**config.mk**
```make
export PLATFORM = sky130hd
export DESIGN_NAME = blocks_state_controller_flat
export DESIGN_NICKNAME = d
export VERILOG_FILES = /design/src/rtl/blocks_state_controller_pkg.sv /design/src/rtl/blocks_state_controller_if.sv /design/src/rtl/blocks_state_controller_ram.sv /design/src/rtl/blocks_state_controller.sv /design/src/flat_wrapper.sv
export SDC_FILE = /design/constraint.sdc
export NUM_CORES = 1
export LEC_CHECK = 0
export BUFFER_PORTS_ARGS = -buffer_cell sky130_fd_sc_hd__buf_2
export CELL_PAD_IN_SITES_DETAIL_PLACEMENT = 0
export CELL_PAD_IN_SITES_GLOBAL_PLACEMENT = 1
export CORE_ASPECT_RATIO = 1.75
export CORE_MARGIN = 3
export CORE_UTILIZATION = 40
export CTS_BUF_LIST = sky130_fd_sc_hd__clkbuf_2 sky130_fd_sc_hd__clkbuf_4 sky130_fd_sc_hd__clkbuf_8
export DETAILED_ROUTE_END_ITERATION = 8
export PLACE_DENSITY = 0.73
export SYNTH_ARGS = -nofsm -noshare
export SYNTH_HDL_FRONTEND = slang
export SYNTH_SLANG_ARGS = --single-unit
```
**constraint.sdc**
```tcl
create_clock -name clk -period 14.98 [get_ports clk]
set_clock_uncertainty 0.2 [all_clocks]
set_input_delay 2.996 -clock clk [delete_from_list [all_inputs] [get_ports clk]]
set_output_delay 2.996 -clock clk [all_outputs]
set_load 0.02 [all_outputs]
```
**src/rtl/blocks_state_controller_pkg.sv**
```systemverilog
// Shared geometry, index widths and FSM encoding for the brick-wall block state.
// The geometry constants are common with the painter.
package blocks_state_controller_pkg;

  localparam int BLOCKS_PER_ROW = 13;
  localparam int NUM_ROWS       = 16;
  localparam int BLOCK_WIDTH    = 48;
  localparam int BLOCK_HEIGHT   = 16;
  localparam int BORDER_WIDTH   = 8;

  localparam int ROW_W = 4;
  localparam int COL_W = 4;
  localparam int CNT_W = 8;

  localparam int TOTAL_BLOCKS = NUM_ROWS * BLOCKS_PER_ROW;

  typedef enum logic [1:0] {
    ST_IDLE   = 2'd0,
    ST_FILL   = 2'd1,
    ST_HIT_RD = 2'd2,
    ST_HIT_WR = 2'd3
  } state_e;

endpackage

```
**src/rtl/blocks_state_controller_if.sv**
```systemverilog
// Request bus between game logic (master) and the block state controller (slave).
// Optional macro BLOCKS_PATTERN_EN adds the fill_pattern field.
interface blocks_state_controller_if;
  import blocks_state_controller_pkg::*;

  logic             fill_req;
  logic             fill_busy;
  logic             hit_req;
  logic [ROW_W-1:0] hit_row;
  logic [COL_W-1:0] hit_col;
  logic             hit_ack;
  logic             hit_was_present;

`ifdef BLOCKS_PATTERN_EN
  logic [BLOCKS_PER_ROW-1:0] fill_pattern;

  modport master (
    output fill_req, fill_pattern, hit_req, hit_row, hit_col,
    input  fill_busy, hit_ack, hit_was_present
  );

  modport slave (
    input  fill_req, fill_pattern, hit_req, hit_row, hit_col,
    output fill_busy, hit_ack, hit_was_present
  );
`else
  modport master (
    output fill_req, hit_req, hit_row, hit_col,
    input  fill_busy, hit_ack, hit_was_present
  );

  modport slave (
    input  fill_req, hit_req, hit_row, hit_col,
    output fill_busy, hit_ack, hit_was_present
  );
`endif

endinterface

```
**src/rtl/blocks_state_controller_ram.sv**
```systemverilog
// Block presence storage: NUM_ROWS x BLOCKS_PER_ROW registers, one write port,
// asynchronous read ports for the display sequencer and the hit path.
module blocks_state_ram #(
  parameter int BLOCKS_PER_ROW = 13,
  parameter int NUM_ROWS       = 16,
  parameter int ROW_W          = 4
) (
  input  logic                      clk,
  input  logic                      rst,
  input  logic                      we_i,
  input  logic [ROW_W-1:0]          waddr_i,
  input  logic [BLOCKS_PER_ROW-1:0] wdata_i,
  input  logic [ROW_W-1:0]          disp_addr_i,
  output logic [BLOCKS_PER_ROW-1:0] disp_data_o,
  input  logic [ROW_W-1:0]          hit_addr_i,
  output logic [BLOCKS_PER_ROW-1:0] hit_data_o
);

  localparam logic [ROW_W:0] ROW_LIMIT = (ROW_W + 1)'(NUM_ROWS);

  logic [BLOCKS_PER_ROW-1:0] mem_q [NUM_ROWS];

  always_ff @(posedge clk or posedge rst) begin
    if (rst) begin
      for (int i = 0; i < NUM_ROWS; i++) begin
        mem_q[i] <= '0;
      end
    end else if (we_i && ({1'b0, waddr_i} < ROW_LIMIT)) begin
      mem_q[waddr_i] <= wdata_i;
    end
  end

  // Addresses past the last row read as an empty row.
  assign disp_data_o = ({1'b0, disp_addr_i} < ROW_LIMIT) ? mem_q[disp_addr_i] : '0;
  assign hit_data_o  = ({1'b0, hit_addr_i} < ROW_LIMIT) ? mem_q[hit_addr_i] : '0;

endmodule

```
**src/rtl/blocks_state_controller.sv**
```systemverilog
// Brick-wall state owner: display row sequencing, level fill, ball-hit removal, block count.
// Optional macro BLOCKS_PATTERN_EN: fill uses fill_pattern (odd rows rotated left by 1).
module blocks_state_controller #(
  parameter int BLOCKS_PER_ROW = blocks_state_controller_pkg::BLOCKS_PER_ROW,
  parameter int NUM_ROWS       = blocks_state_controller_pkg::NUM_ROWS,
  parameter int ROW_W          = blocks_state_controller_pkg::ROW_W,
  parameter int COL_W          = blocks_state_controller_pkg::COL_W,
  parameter int CNT_W          = blocks_state_controller_pkg::CNT_W
) (
  input  logic                      clk,
  input  logic                      rst,
  input  logic                      new_frame,
  input  logic                      go_next_line,
  output logic [BLOCKS_PER_ROW-1:0] block_line_state,
  output logic [CNT_W-1:0]          blocks_remaining,
  output logic                      level_clear,
  blocks_state_controller_if.slave  bus
);
  import blocks_state_controller_pkg::*;

  localparam logic [ROW_W:0]          ROW_LIMIT = (ROW_W + 1)'(NUM_ROWS);
  localparam logic [COL_W:0]          COL_LIMIT = (COL_W + 1)'(BLOCKS_PER_ROW);
  localparam logic [ROW_W-1:0]        LAST_ROW  = ROW_W'(NUM_ROWS - 1);
  localparam logic [BLOCKS_PER_ROW-1:0] ONE_BIT = BLOCKS_PER_ROW'(1);

  state_e                    state_q, state_d;
  logic [ROW_W-1:0]          fill_idx_q, fill_idx_d;
  logic [ROW_W-1:0]          hit_row_q, hit_row_d;
  logic [COL_W-1:0]          hit_col_q, hit_col_d;
  logic [BLOCKS_PER_ROW-1:0] hit_word_q, hit_word_d;
  logic                      hit_bit_q, hit_bit_d;
  logic [CNT_W-1:0]          count_q, count_d;
  logic [ROW_W-1:0]          disp_row_q, disp_row_d;
  logic [BLOCKS_PER_ROW-1:0] line_q, line_d;

  logic                      we;
  logic [ROW_W-1:0]          waddr;
  logic [BLOCKS_PER_ROW-1:0] wdata;
  logic [BLOCKS_PER_ROW-1:0] disp_rd_data;
  logic [BLOCKS_PER_ROW-1:0] hit_rd_data;
  logic [BLOCKS_PER_ROW-1:0] fill_word;
  logic [CNT_W-1:0]          fill_count;
  logic                      hit_in_range;

  blocks_state_ram #(
    .BLOCKS_PER_ROW(BLOCKS_PER_ROW),
    .NUM_ROWS      (NUM_ROWS),
    .ROW_W         (ROW_W)
  ) u_ram (
    .clk        (clk),
    .rst        (rst),
    .we_i       (we),
    .waddr_i    (waddr),
    .wdata_i    (wdata),
    .disp_addr_i(disp_row_d),
    .disp_data_o(disp_rd_data),
    .hit_addr_i (bus.hit_row),
    .hit_data_o (hit_rd_data)
  );

`ifdef BLOCKS_PATTERN_EN
  logic [BLOCKS_PER_ROW-1:0] fill_pat_q, fill_pat_d;

  function automatic int pop_count(input logic [BLOCKS_PER_ROW-1:0] v);
    int n;
    n = 0;
    for (int i = 0; i < BLOCKS_PER_ROW; i++) begin
      n += int'(v[i]);
    end
    return n;
  endfunction

  assign fill_word  = fill_idx_q[0] ? {fill_pat_q[BLOCKS_PER_ROW-2:0], fill_pat_q[BLOCKS_PER_ROW-1]}
                                    : fill_pat_q;
  assign fill_count = CNT_W'(NUM_ROWS * pop_count(bus.fill_pattern));
  assign fill_pat_d = (state_q == ST_IDLE && bus.fill_req) ? bus.fill_pattern : fill_pat_q;

  always_ff @(posedge clk or posedge rst) begin
    if (rst) begin
      fill_pat_q <= '0;
    end else begin
      fill_pat_q <= fill_pat_d;
    end
  end
`else
  assign fill_word  = '1;
  assign fill_count = CNT_W'(NUM_ROWS * BLOCKS_PER_ROW);
`endif

  // The displayed line is reloaded only on a strobe, so writes never tear a line mid-paint.
  always_comb begin
    disp_row_d = disp_row_q;
    line_d     = line_q;
    if (new_frame) begin
      disp_row_d = '0;
    end else if (go_next_line) begin
      disp_row_d = (disp_row_q == LAST_ROW) ? '0 : disp_row_q + 1'b1;
    end
    if (new_frame || go_next_line) begin
      line_d = disp_rd_data;
    end
  end

  assign hit_in_range = ({1'b0, bus.hit_row} < ROW_LIMIT) && ({1'b0, bus.hit_col} < COL_LIMIT);

  always_comb begin
    state_d             = state_q;
    fill_idx_d          = fill_idx_q;
    hit_row_d           = hit_row_q;
    hit_col_d           = hit_col_q;
    hit_word_d          = hit_word_q;
    hit_bit_d           = hit_bit_q;
    count_d             = count_q;
    we                  = 1'b0;
    waddr               = fill_idx_q;
    wdata               = fill_word;
    level_clear         = 1'b0;
    bus.fill_busy       = 1'b0;
    bus.hit_ack         = 1'b0;
    bus.hit_was_present = 1'b0;

    unique case (state_q)
      ST_IDLE: begin
        if (bus.fill_req) begin
          state_d    = ST_FILL;
          fill_idx_d = '0;
          count_d    = fill_count;
        end else if (bus.hit_req) begin
          state_d = ST_HIT_RD;
        end
      end
      ST_FILL: begin
        bus.fill_busy = 1'b1;
        we            = 1'b1;
        if (fill_idx_q == LAST_ROW) begin
          state_d = ST_IDLE;
        end else begin
          fill_idx_d = fill_idx_q + 1'b1;
        end
      end
      ST_HIT_RD: begin
        // An out-of-range hit is carried as an absent block, so it acks without any write.
        hit_row_d  = bus.hit_row;
        hit_col_d  = bus.hit_col;
        hit_word_d = hit_rd_data;
        hit_bit_d  = hit_in_range && (|(hit_rd_data & (ONE_BIT << bus.hit_col)));
        state_d    = ST_HIT_WR;
      end
      ST_HIT_WR: begin
        bus.hit_ack         = 1'b1;
        bus.hit_was_present = hit_bit_q;
        we                  = hit_bit_q;
        waddr               = hit_row_q;
        wdata               = hit_word_q & ~(ONE_BIT << hit_col_q);
        if (hit_bit_q && (count_q != '0)) begin
          count_d     = count_q - 1'b1;
          level_clear = (count_q == CNT_W'(1));
        end
        state_d = ST_IDLE;
      end
      default: state_d = ST_IDLE;
    endcase
  end

  always_ff @(posedge clk or posedge rst) begin
    if (rst) begin
      state_q    <= ST_IDLE;
      fill_idx_q <= '0;
      hit_row_q  <= '0;
      hit_col_q  <= '0;
      hit_word_q <= '0;
      hit_bit_q  <= 1'b0;
      count_q    <= '0;
      disp_row_q <= '0;
      line_q     <= '0;
    end else begin
      state_q    <= state_d;
      fill_idx_q <= fill_idx_d;
      hit_row_q  <= hit_row_d;
      hit_col_q  <= hit_col_d;
      hit_word_q <= hit_word_d;
      hit_bit_q  <= hit_bit_d;
      count_q    <= count_d;
      disp_row_q <= disp_row_d;
      line_q     <= line_d;
    end
  end

  assign block_line_state = line_q;
  assign blocks_remaining = count_q;

endmodule

```
**src/flat_wrapper.sv**
```systemverilog
// flat-port wrapper written by rule: the top's interface ports become plain ports
module blocks_state_controller_flat import blocks_state_controller_pkg::*;
#(
  parameter int BLOCKS_PER_ROW = blocks_state_controller_pkg::BLOCKS_PER_ROW,
  parameter int NUM_ROWS       = blocks_state_controller_pkg::NUM_ROWS,
  parameter int ROW_W          = blocks_state_controller_pkg::ROW_W,
  parameter int COL_W          = blocks_state_controller_pkg::COL_W,
  parameter int CNT_W          = blocks_state_controller_pkg::CNT_W
)
  (clk, rst, new_frame, go_next_line, block_line_state, blocks_remaining, level_clear, bus_fill_req, bus_hit_req, bus_hit_row, bus_hit_col, bus_fill_busy, bus_hit_ack, bus_hit_was_present);
  blocks_state_controller_if bus_i ();
  input  logic clk;
  input  logic rst;
  input  logic new_frame;
  input  logic go_next_line;
  output logic [BLOCKS_PER_ROW-1:0] block_line_state;
  output logic [CNT_W-1:0] blocks_remaining;
  output logic level_clear;
  input wire logic [$bits(bus_i.fill_req)-1:0] bus_fill_req;
  input wire logic [$bits(bus_i.hit_req)-1:0] bus_hit_req;
  input wire logic [$bits(bus_i.hit_row)-1:0] bus_hit_row;
  input wire logic [$bits(bus_i.hit_col)-1:0] bus_hit_col;
  output wire logic [$bits(bus_i.fill_busy)-1:0] bus_fill_busy;
  output wire logic [$bits(bus_i.hit_ack)-1:0] bus_hit_ack;
  output wire logic [$bits(bus_i.hit_was_present)-1:0] bus_hit_was_present;
  assign bus_i.fill_req = bus_fill_req;
  assign bus_i.hit_req = bus_hit_req;
  assign bus_i.hit_row = bus_hit_row;
  assign bus_i.hit_col = bus_hit_col;
  assign bus_fill_busy = bus_i.fill_busy;
  assign bus_hit_ack = bus_i.hit_ack;
  assign bus_hit_was_present = bus_i.hit_was_present;
  blocks_state_controller #(.BLOCKS_PER_ROW(BLOCKS_PER_ROW), .NUM_ROWS(NUM_ROWS), .ROW_W(ROW_W), .COL_W(COL_W), .CNT_W(CNT_W)) u_core (.clk(clk), .rst(rst), .new_frame(new_frame), .go_next_line(go_next_line), .block_line_state(block_line_state), .blocks_remaining(blocks_remaining), .level_clear(level_clear), .bus(bus_i));
endmodule
```
==> impl_metrics.tcl, run 1 <==
set metrics [dict create \
    postCtsHoldBufs 0 \
    report.final.slew_viol_count 0 \
    initial_core_util_pct 40.8 \
    synthArstFlopShare_pct 100 \
    viasPerCell 5.65 \
    crit_type "primary input to register" \
    overflow 0 \
    grt_antenna_before_repair 2 \
    die_area_sq_um 36200 \
    postCtsSetupRepairBufs 0 \
    start_kind "primary input" \
    drive_gt1_share_pct 19.3 \
    track_usage_pct 22.2 \
    grt_use_met3_pct 2.77 \
    timing.fmax_mhz 164 \
    drc 0 \
    required_ns 15.30 \
    multi_input_area_sq_um 6520 \
    cts_tree "done" \
    nFillCells 3130 \
    yosysWarnings 0 \
    sequential_cell_area_sq_um 6530 \
    ys_seq_elements 261 \
    grt_pass1_vias 10200 \
    cts_root_buffer "clkbuf_8" \
    cts_sinks 261 \
    ys_types 52 \
    drt_iter0_markers 637 \
    cts_buffers 41 \
    routedWlPerCell_um 22.8 \
    io_buffer_count 38 \
    ir_drop_mv 0.0699 \
    syn_inst 1270 \
    critPathCaptureType "register" \
    cap_violations 0 \
    clkLatencyLatePin_ns 0.58 \
    ys_seq_area_share_pct 48.2 \
    leakage_uw 0.00579 \
    outcome "completed" \
    busiest_layer "met2" \
    min_path_type "register to register" \
    area_growth_pct 10.0 \
    hpwl_um 25200 \
    core-area_sq_um 33100 \
    firstDrtPassIters 4 \
    place_congestion 0.839 \
    final_util_pct 44.9 \
    final.period_utilization_pct 40.7 \
    grtUsageMet1_pct 26.8 \
    period_needed_ns 6.09 \
    grt_setup_unrepaired "false" \
    via_count 9948 \
    ios 39 \
    syn_area_sq_um 13500 \
    cts.path.max_buffers 3 \
    grt_util_met2_pct 39.3 \
    nets 1305 \
    worst_pin_slew_ns 1.30 \
    antenna_left 0 \
    synth-edff-count 0 \
    die_w_um 145 \
    fin_setup_tns_ns 0 \
    syn_area_per_cell_sq_um 10.7 \
    cts.clk_slew.worst_paths_ns 0.07 \
    cts-htree-levels 2 \
    grt_max_degree 103 \
    power_density_nw_per_um2 197 \
    synthFlopType "dfrtp_1" \
    relSlewSlack_pct 13.3 \
    synth_nets 1289 \
    cts_resized 0 \
    grt_pass1_wl_um 61700 \
    setup_viol 0 \
    arrival_ns 6.41 \
    report.final.hold_viol_count 0 \
    wirelength_um 40200 \
    crit_fanout 65 \
    std_cell_rows 88 \
    dieHeight_um 249 \
]
## stage by stage
| step | area (sq um) | cells | setup slack, ns | power, uW | hold slack, ns |
|---|---|---|---|---|---|
| final | 14900 | 1762 | 8.89 | 2940 | 0.272 |
| after global routing | 14900 | 1760 | 8.67 | 3140 | 0.299 |
| after CTS | 14900 | 1759 | 8.92 | 2960 | 0.278 |
| after detailed placement | 14100 | 1693 | 8.31 | 2350 | 0.265 |
| after global placement | 14100 | 1693 | 8.38 | 2300 | 0.263 |
| after floorplan | 13500 | 1270 | 4.60 | 2000 | 0.250 |
## registers in the layout, summed over array words and instances (netlist names)
signal	count
u_core.hit_bit_q	1
u_core.hit_word_q	13
u_core.block_line_state	13
u_core.fill_idx_q	4
u_core.hit_row_q	4
u_core.state_q	2
u_core.disp_row_q	4
u_core.u_ram.mem_q	208
u_core.hit_col_q	4
u_core.blocks_remaining	8
## critical path: stages
cell and delay [ns]:
buf_2 0.33, nand2_1 0.11, xor2_1 0.18, nor2_4 0.65
buf_4 0.95, mux2i_1 0.16, mux4_2 0.51, a22oi_1 0.24
o31a_1 0.17
## routing by layer
metal | share of wire (%) | vias to the layer above
met3 | 3.7 | 108
met5 | 0.017 | -
met4 | 5.3 | 2
li1 | - | 4587
met1 | 39 | 4999
met2 | 52 | 252
## cell usage in the layout, fill, tap and decap left out, drive strengths merged, types with 2 or more instances in the layout
master,instances
clkbuf,63
mux2,13
inv,15
nand3,13
nand2b,6
mux4,79
or2,2
diode,3
a21o,2
o31a,9
a211oi,4
nand2,61
a21oi,221
a221oi,7
nor3,8
nor3b,5
o211ai,2
nor2b,13
ha,5
and3,2
or3,5
o31ai,5
a22oi,12
and2,5
xor2,5
a22o,2
dfrtp,261
nor2,241
nand3b,2
buf,70
o21ai,41
or3b,2
a31oi,6
mux2i,108
nor4,2
or4,2
## final timing paths
path,startpoint,endpoint,slack [ns],depth (start not counted)
setup / recovery,go_next_line,u_core.block_line_state[1],8.89,9
hold / removal,u_core.block_line_state[12],u_core.block_line_state[12],0.27,2
setup reg to reg,u_core.disp_row_q[1],u_core.block_line_state[1],11.07,9
hold reg to reg,u_core.block_line_state[12],u_core.block_line_state[12],0.27,2
max in group asynchronous,rst,u_core.block_line_state[8],10.61,3
min in group asynchronous,rst,u_core.u_ram.mem_q[27],2.37,2
## cell families (layout without fill, tap and decap cells)
kind of cell | Yosys count | in the layout | share of synthesized area (%)
other | 0 | 3 | 0
xor gates and xnor gates | 6 | 6 | 0.388
AOI/OAI and AO/OA | 317 | 317 | 12.9
muxes | 200 | 200 | 22.2
DFF | 261 | 261 | 48.2
and+or+nand+nor | 371 | 371 | 11.7
adders and majority gates | 5 | 5 | 0.462
buffers and inverters | 110 | 149 | 4.02
## final cells by class
class                   count  area share, %
diodes                      3         0.0504
clock buffers              63           5.11
clock inverters             3          0.185
inverters                  13          0.378
multi-input cells         899           43.7
flip-flops and latches    261           43.8
well taps                 450           3.78
repair buffers             70           2.91
## report_power, final
| group | internal (uW) | switching, uW |
|---|---|---|
| clock network | 322 | 284 |
| logic | 466 | 547 |
| registers | 1030 | 286 |
| total | 1820 | 1120 |
## synth_stat cells (2+ instances only)
library cell    n  area, sq um
nor3_1          8         40.0
nor3b_1         5         37.5
clkbuf_1       51          191
o21ai_0        40          200
nor4_1          2         12.5
and3_1          2         12.5
or3_1           5         31.3
nor2b_1        13         81.3
a21oi_1       220         1100
o31ai_1         5         37.5
buf_6           6         67.6
xor2_1          5         43.8
dfrtp_1       261         6530
inv_1          12         45.0
nand2_1        61          229
buf_2          18         90.1
and2_1          5         31.3
a22o_1          2         17.5
nand2b_1        6         37.5
a221oi_1        7         61.3
a31oi_1         6         37.5
mux2_2         13          146
o211ai_1        2         15.0
nand3b_1        2         15.0
or3b_2          2         17.5
nand3_1        13         65.1
buf_1           5         18.8
buf_4          17          128
mux4_2         79         1780
a21o_1          2         15.0
or2_2           2         12.5
o31a_1          9         78.8
nor2_1        231          867
a22oi_1        12         90.1
mux2i_1       108         1080
ha_1            5         62.6
nor2_2          9         56.3
a211oi_1        4         30.0
or4_1           2         15.0
(Power assumes the default switching activity.)
==> run 2: changes to the inputs <==
PLACE_DENSITY = 0.75   (was 0.73)
clock period = 5.4 ns   (was 14.98 ns; I/O delays follow)
==> run 2 against run 1 <==
  * First-iteration DRC count is 14% higher
  * Worst hold slack gained 0.011 ns
  * Count of clock-buffer cells in the layout down 1
  * Sequential share of layout area is 0.62 points lower
  * Die area did not move
  * Critical path depth is 4 lower
  * Wire length grew 2.0%
  * Power increased to 2.9 times the previous value
  * Cell count rose by 0.40%
  * Sequential power grew to 2.8 times the previous value
  * Core utilization increased by 0.65 points
  * Combinational power increased to 2.8 times the previous value
  * Critical path type is now register to primary output
  * Largest power group unchanged
==> impl_metrics.tcl, run 2 (same netlist as run 1, synthesis figures left out) <==
set metrics [dict create \
    outcome "completed" \
    start_kind "register" \
    firstDrtPassIters 5 \
    track_usage_pct 22.8 \
    via_count 10200 \
    report.final.hold_viol_count 0 \
    critical_path.endpoint "level_clear" \
    std_cell_rows 88 \
    place_area_sq_um 14200 \
    cpMaxStageDelayCell "or4_1" \
    cts_buffers 40 \
    leakage_uw 0.00589 \
    crit_start "u_core.blocks_remaining[2]" \
    relSlewSlack_pct 10.3 \
    post-route-cell-area_sq_um 15100 \
    max_stage_delay_ns 0.61 \
    wirelength_um 41000 \
    timing.rr.start "u_core.disp_row_q[0]" \
    area_growth_pct 11.6 \
    place_congestion 0.855 \
    drt_iter0_markers 728 \
    final_cell_mix "dfrtp_1 (261), nor2_1 (224), a21oi_1 (220)" \
    cts.path.max_buffers 3 \
    dieHeight_um 249 \
    grt_pass1_wl_um 63500 \
    power_density_nw_per_um2 557 \
    cts_sinks 261 \
    grt_setup_unrepaired "false" \
    timing.fmax_mhz 270 \
    required_ns 4.12 \
    io_buffer_count 38 \
    critPathCaptureType "primary output" \
    cts_resized 0 \
    drc 0 \
    fin_setup_tns_ns 0 \
    reg2reg_setup_slack_ns 2.32 \
    worstReg2RegEnd "u_core.block_line_state[12]" \
    ir_drop_mv 0.205 \
    cts_root_buffer "clkbuf_8" \
    die_w_um 145 \
    die_area_sq_um 36200 \
    period_needed_ns 3.70 \
    ios 39 \
    cts.clk_slew.worst_paths_ns 0.06 \
    final.period_utilization_pct 68.5 \
    nets 1307 \
    crit_chain "or4_1 -> nor3_1 -> a21oi_1 -> and3_1 -> buf_2" \
    hpwl_um 26900 \
    report.final.slew_viol_count 0 \
    r2r_cells 9 \
    drive_gt1_share_pct 19.8 \
    arrival_ns 2.42 \
    antenna_left 0 \
    viasPerCell 5.75 \
    initial_core_util_pct 40.8 \
    worst_pin_slew_ns 1.35 \
    core-area_sq_um 33100 \
    cts-htree-levels 2 \
    setup_viol 0 \
    cap_violations 0 \
    overflow 0 \
    layout_commonest_cell "dfrtp_1" \
    crit_type "register to primary output" \
    clkLatencyLatePin_ns 0.57 \
    grt_antenna_before_repair 1 \
    min_path_type "register to register" \
    top_register "u_core.u_ram.mem_q" \
    postCtsHoldBufs 0 \
    routedWlPerCell_um 23.2 \
    crit_fanout 6 \
    grt_max_degree 140 \
    grt_pass1_vias 10400 \
    postCtsSetupRepairBufs 0 \
    largest_register_ffs 208 \
    cts_tree "done" \
]
## run 2: changes by cell type in the layout (fill, tap and decap cells not counted), sizes merged
cell,delta
buf,+3
bufinv,+3
diode,-1
clkbuf,-1
inv,-3
clkinv,+6
## run 2: worst min-delay path by stage
stage	from	endpoint	slack [ns]	depth (start not counted)
detailed placement	u_core.hit_word_q[5]	u_core.hit_word_q[5]	0.27	2
finish	u_core.hit_word_q[5]	u_core.hit_word_q[5]	0.28	2
global route	u_core.hit_word_q[5]	u_core.hit_word_q[5]	0.31	2
floorplan	u_core.hit_word_q[0]	u_core.hit_word_q[0]	0.25	2
CTS	u_core.hit_word_q[5]	u_core.hit_word_q[5]	0.29	2
global placement	u_core.hit_word_q[5]	u_core.hit_word_q[5]	0.26	2
## run 2: power by group
part / switching [uW] / internal [uW]
Sequential: 811 / 2860
Clock: 807 / 1080
Combinational: 1550 / 1300
## run 2: metal layers
| metal | global-route usage (%) | part of all wire (%) |
|---|---|---|
| met1 | 26.6 | 38 |
| met2 | 40.3 | 52 |
| met3 | 3.33 | 4.7 |
| met4 | 12.3 | 5.8 |
| met5 | 0 | 0 |
## run 2: stage by stage
step	total power [uW]	utilization, %	cells	hold WS [ns]	worst slack, ns
final	8410	45.6	1769	0.283	1.70
after global routing	8960	45.6	1768	0.314	1.60
after CTS	8460	45.6	1767	0.286	1.67
after detailed placement	6540	42.8	1696	0.271	1.50
after global placement	6440	42.8	1696	0.262	1.50
after floorplan	5540	-	1270	0.250	0.678
## run 2: cell type report
class / count / area [sq um]
fill: 3113 / 18000
sequential: 261 / 6530
multi-input combinational: 899 / 6510
clock buffer: 62 / 797
tap: 450 / 563
timing repair buffer: 73 / 531
clock inverter: 9 / 120
inverter: 13 / 52.6
antenna: 2 / 5.00
## run 2: worst max-delay path: cells and delay by family (launching register included)
kind / cells / cell delay (ns)
flip-flops: 1 / 0.44
AO/OA/AOI/OAI: 1 / 0.16
AND/OR/NAND/NOR: 3 / 1.10
buffers and inverters: 1 / 0.15
==> run 3: changes to the inputs <==
clock period = 3.1 ns   (was 5.4 ns; I/O delays follow)
==> run 3 against run 2 <==
  * Register-to-register slack worse by 2.2 ns
  * Count of clock-buffer cells in the layout down 3
  * Setup slack worse by 1.6 ns
==> impl_metrics.tcl, run 3 (same netlist as run 1, synthesis figures left out) <==
set metrics [dict create \
    outcome "completed" \
    setup_ws_ns 0.0810 \
    area_growth_pct 15.2 \
    cts_sinks 261 \
    layout_commonest_cell "dfrtp_1" \
    timing.fmax_mhz 331 \
    die_area_sq_um 36200 \
    grt_max_degree 41 \
    place_area_sq_um 14700 \
    ir_drop_mv 0.348 \
    critPathCaptureType "primary output" \
    hpwl_um 28400 \
    period_needed_ns 3.02 \
    required_ns 2.28 \
    crit_fanout 4 \
    overflow 0 \
    critical_path.endpoint "level_clear" \
    die_w_um 145 \
    track_usage_pct 22.8 \
    cts_buffers 38 \
    leakage_uw 0.00619 \
    cts_tree "done" \
    grt_pass1_wl_um 63800 \
    cts_root_buffer "clkbuf_8" \
    grt_antenna_before_repair 1 \
    start_kind "register" \
    place_congestion 0.883 \
    worstReg2RegEnd "u_core.block_line_state[10]" \
    io_buffer_count 38 \
    cap_violations 0 \
    cts.path.max_buffers 3 \
    routedWlPerCell_um 22.6 \
    crit_start "u_core.blocks_remaining[2]" \
    setup_viol 0 \
    final.period_utilization_pct 97.4 \
    worst_pin_slew_ns 0.928 \
    relSlewSlack_pct 37.9 \
    antenna_left 0 \
    via_count 10300 \
    post-place-cells 1752 \
    initial_core_util_pct 40.8 \
    arrival_ns 2.20 \
    final_cells 1822 \
    core-area_sq_um 33100 \
    power_density_nw_per_um2 922 \
    cts.clk_slew.worst_paths_ns 0.07 \
    dieHeight_um 249 \
    min_path_type "primary input to async pin" \
    largest_register_ffs 208 \
    drt_iter0_markers 670 \
    wirelength_um 41200 \
    ios 39 \
    reg2reg_setup_slack_ns 0.10 \
    viasPerCell 5.67 \
    nets 1364 \
    top_register "u_core.u_ram.mem_q" \
    post-route-cell-area_sq_um 15600 \
    firstDrtPassIters 5 \
    final_cell_mix "dfrtp_1 (260), nor2_1 (224), a21oi_1 (219)" \
    cts-htree-levels 2 \
    drc 0 \
    grt_setup_unrepaired "false" \
    pre_cts_ws_ns 0.0346 \
    fin_setup_tns_ns 0 \
    r2r_cells 9 \
    drive_gt1_share_pct 23.2 \
    grt_pass1_vias 10700 \
    hold_ws_ns 0.0391 \
    postCtsHoldBufs 0 \
    report.final.slew_viol_count 0 \
    report.final.hold_viol_count 0 \
    clkLatencyLatePin_ns 0.57 \
    timing.rr.start "u_core.disp_row_q[0]" \
    std_cell_rows 88 \
    crit_type "register to primary output" \
]
[run 3: cell types whose count changed in the layout (fill, tap and decap cells not counted), sizes merged]
cell and change:
buf +59, bufinv -3, clkbuf -3, clkinv -2
clkinvlp +2, diode -1, inv +1
[run 3: area by class of cell]
cell class                 count  area [sq um]
antenna                        1          2.50
clock buffer                  59           762
clock inverter                 7          43.8
fill                        3044         17500
inverter                      13          52.6
multi-input combinational    899          6500
sequential                   261          6530
tap                          450           563
timing repair buffer         132          1140
[run 3: what timing repair did]
item	4_1_cts	5_1_grt
gates cloned	0	0
endpoints found under the setup margin	1	1
resized for setup	4	1
buffers inserted	3	0
endpoints found under the hold margin	0	0
pin swaps	1	0
[run 3: how the worst min path moves through the flow]
stage,slack [ns],endpoint,from,cells after the start
detailed placement,0.27,u_core.block_line_state[9],u_core.block_line_state[9],2
CTS,0.03,u_core.u_ram.mem_q[79],rst,2
finish,0.04,u_core.u_ram.mem_q[79],rst,2
global placement,0.26,u_core.hit_word_q[8],u_core.hit_word_q[8],2
floorplan,0.25,u_core.hit_word_q[0],u_core.hit_word_q[0],2
global route,0.07,u_core.u_ram.mem_q[92],rst,2
[run 3: per-layer routing]
layer / track usage, % / vias up / share of wire (%)
met2: 41.3 / 310 / 53
met4: 11.5 / 0 / 5.2
li1: - / 4703 / -
met5: 0 / - / 0
met1: 26.5 / 5196 / 38
met3: 2.80 / 116 / 4.0
[run 3: where the power goes]
part / switching, uW / total (uW) / leakage, uW / internal (uW)
Clock: 1370 / 2940 / 0.000424 / 1570
Combinational: 2710 / 5080 / 0.00287 / 2380
Sequential: 1380 / 6360 / 0.00290 / 4980
Total: 5460 / 14400 / 0.00619 / 8920
[run 3: per-stage QoR]
step	utilization (%)	total power, uW
finish	47.1	14400
global route	47.1	15300
CTS	47.0	14500
detailed placement	44.5	11500
global placement	44.5	11300
floorplan	-	9650
[run 3: critical path: stages (launching register included)]
cell     delay (ns)
dfrtp_2        0.40
or4_4          0.57
nor3_4         0.22
buf_4          0.14
and3_1         0.14
buf_2          0.16
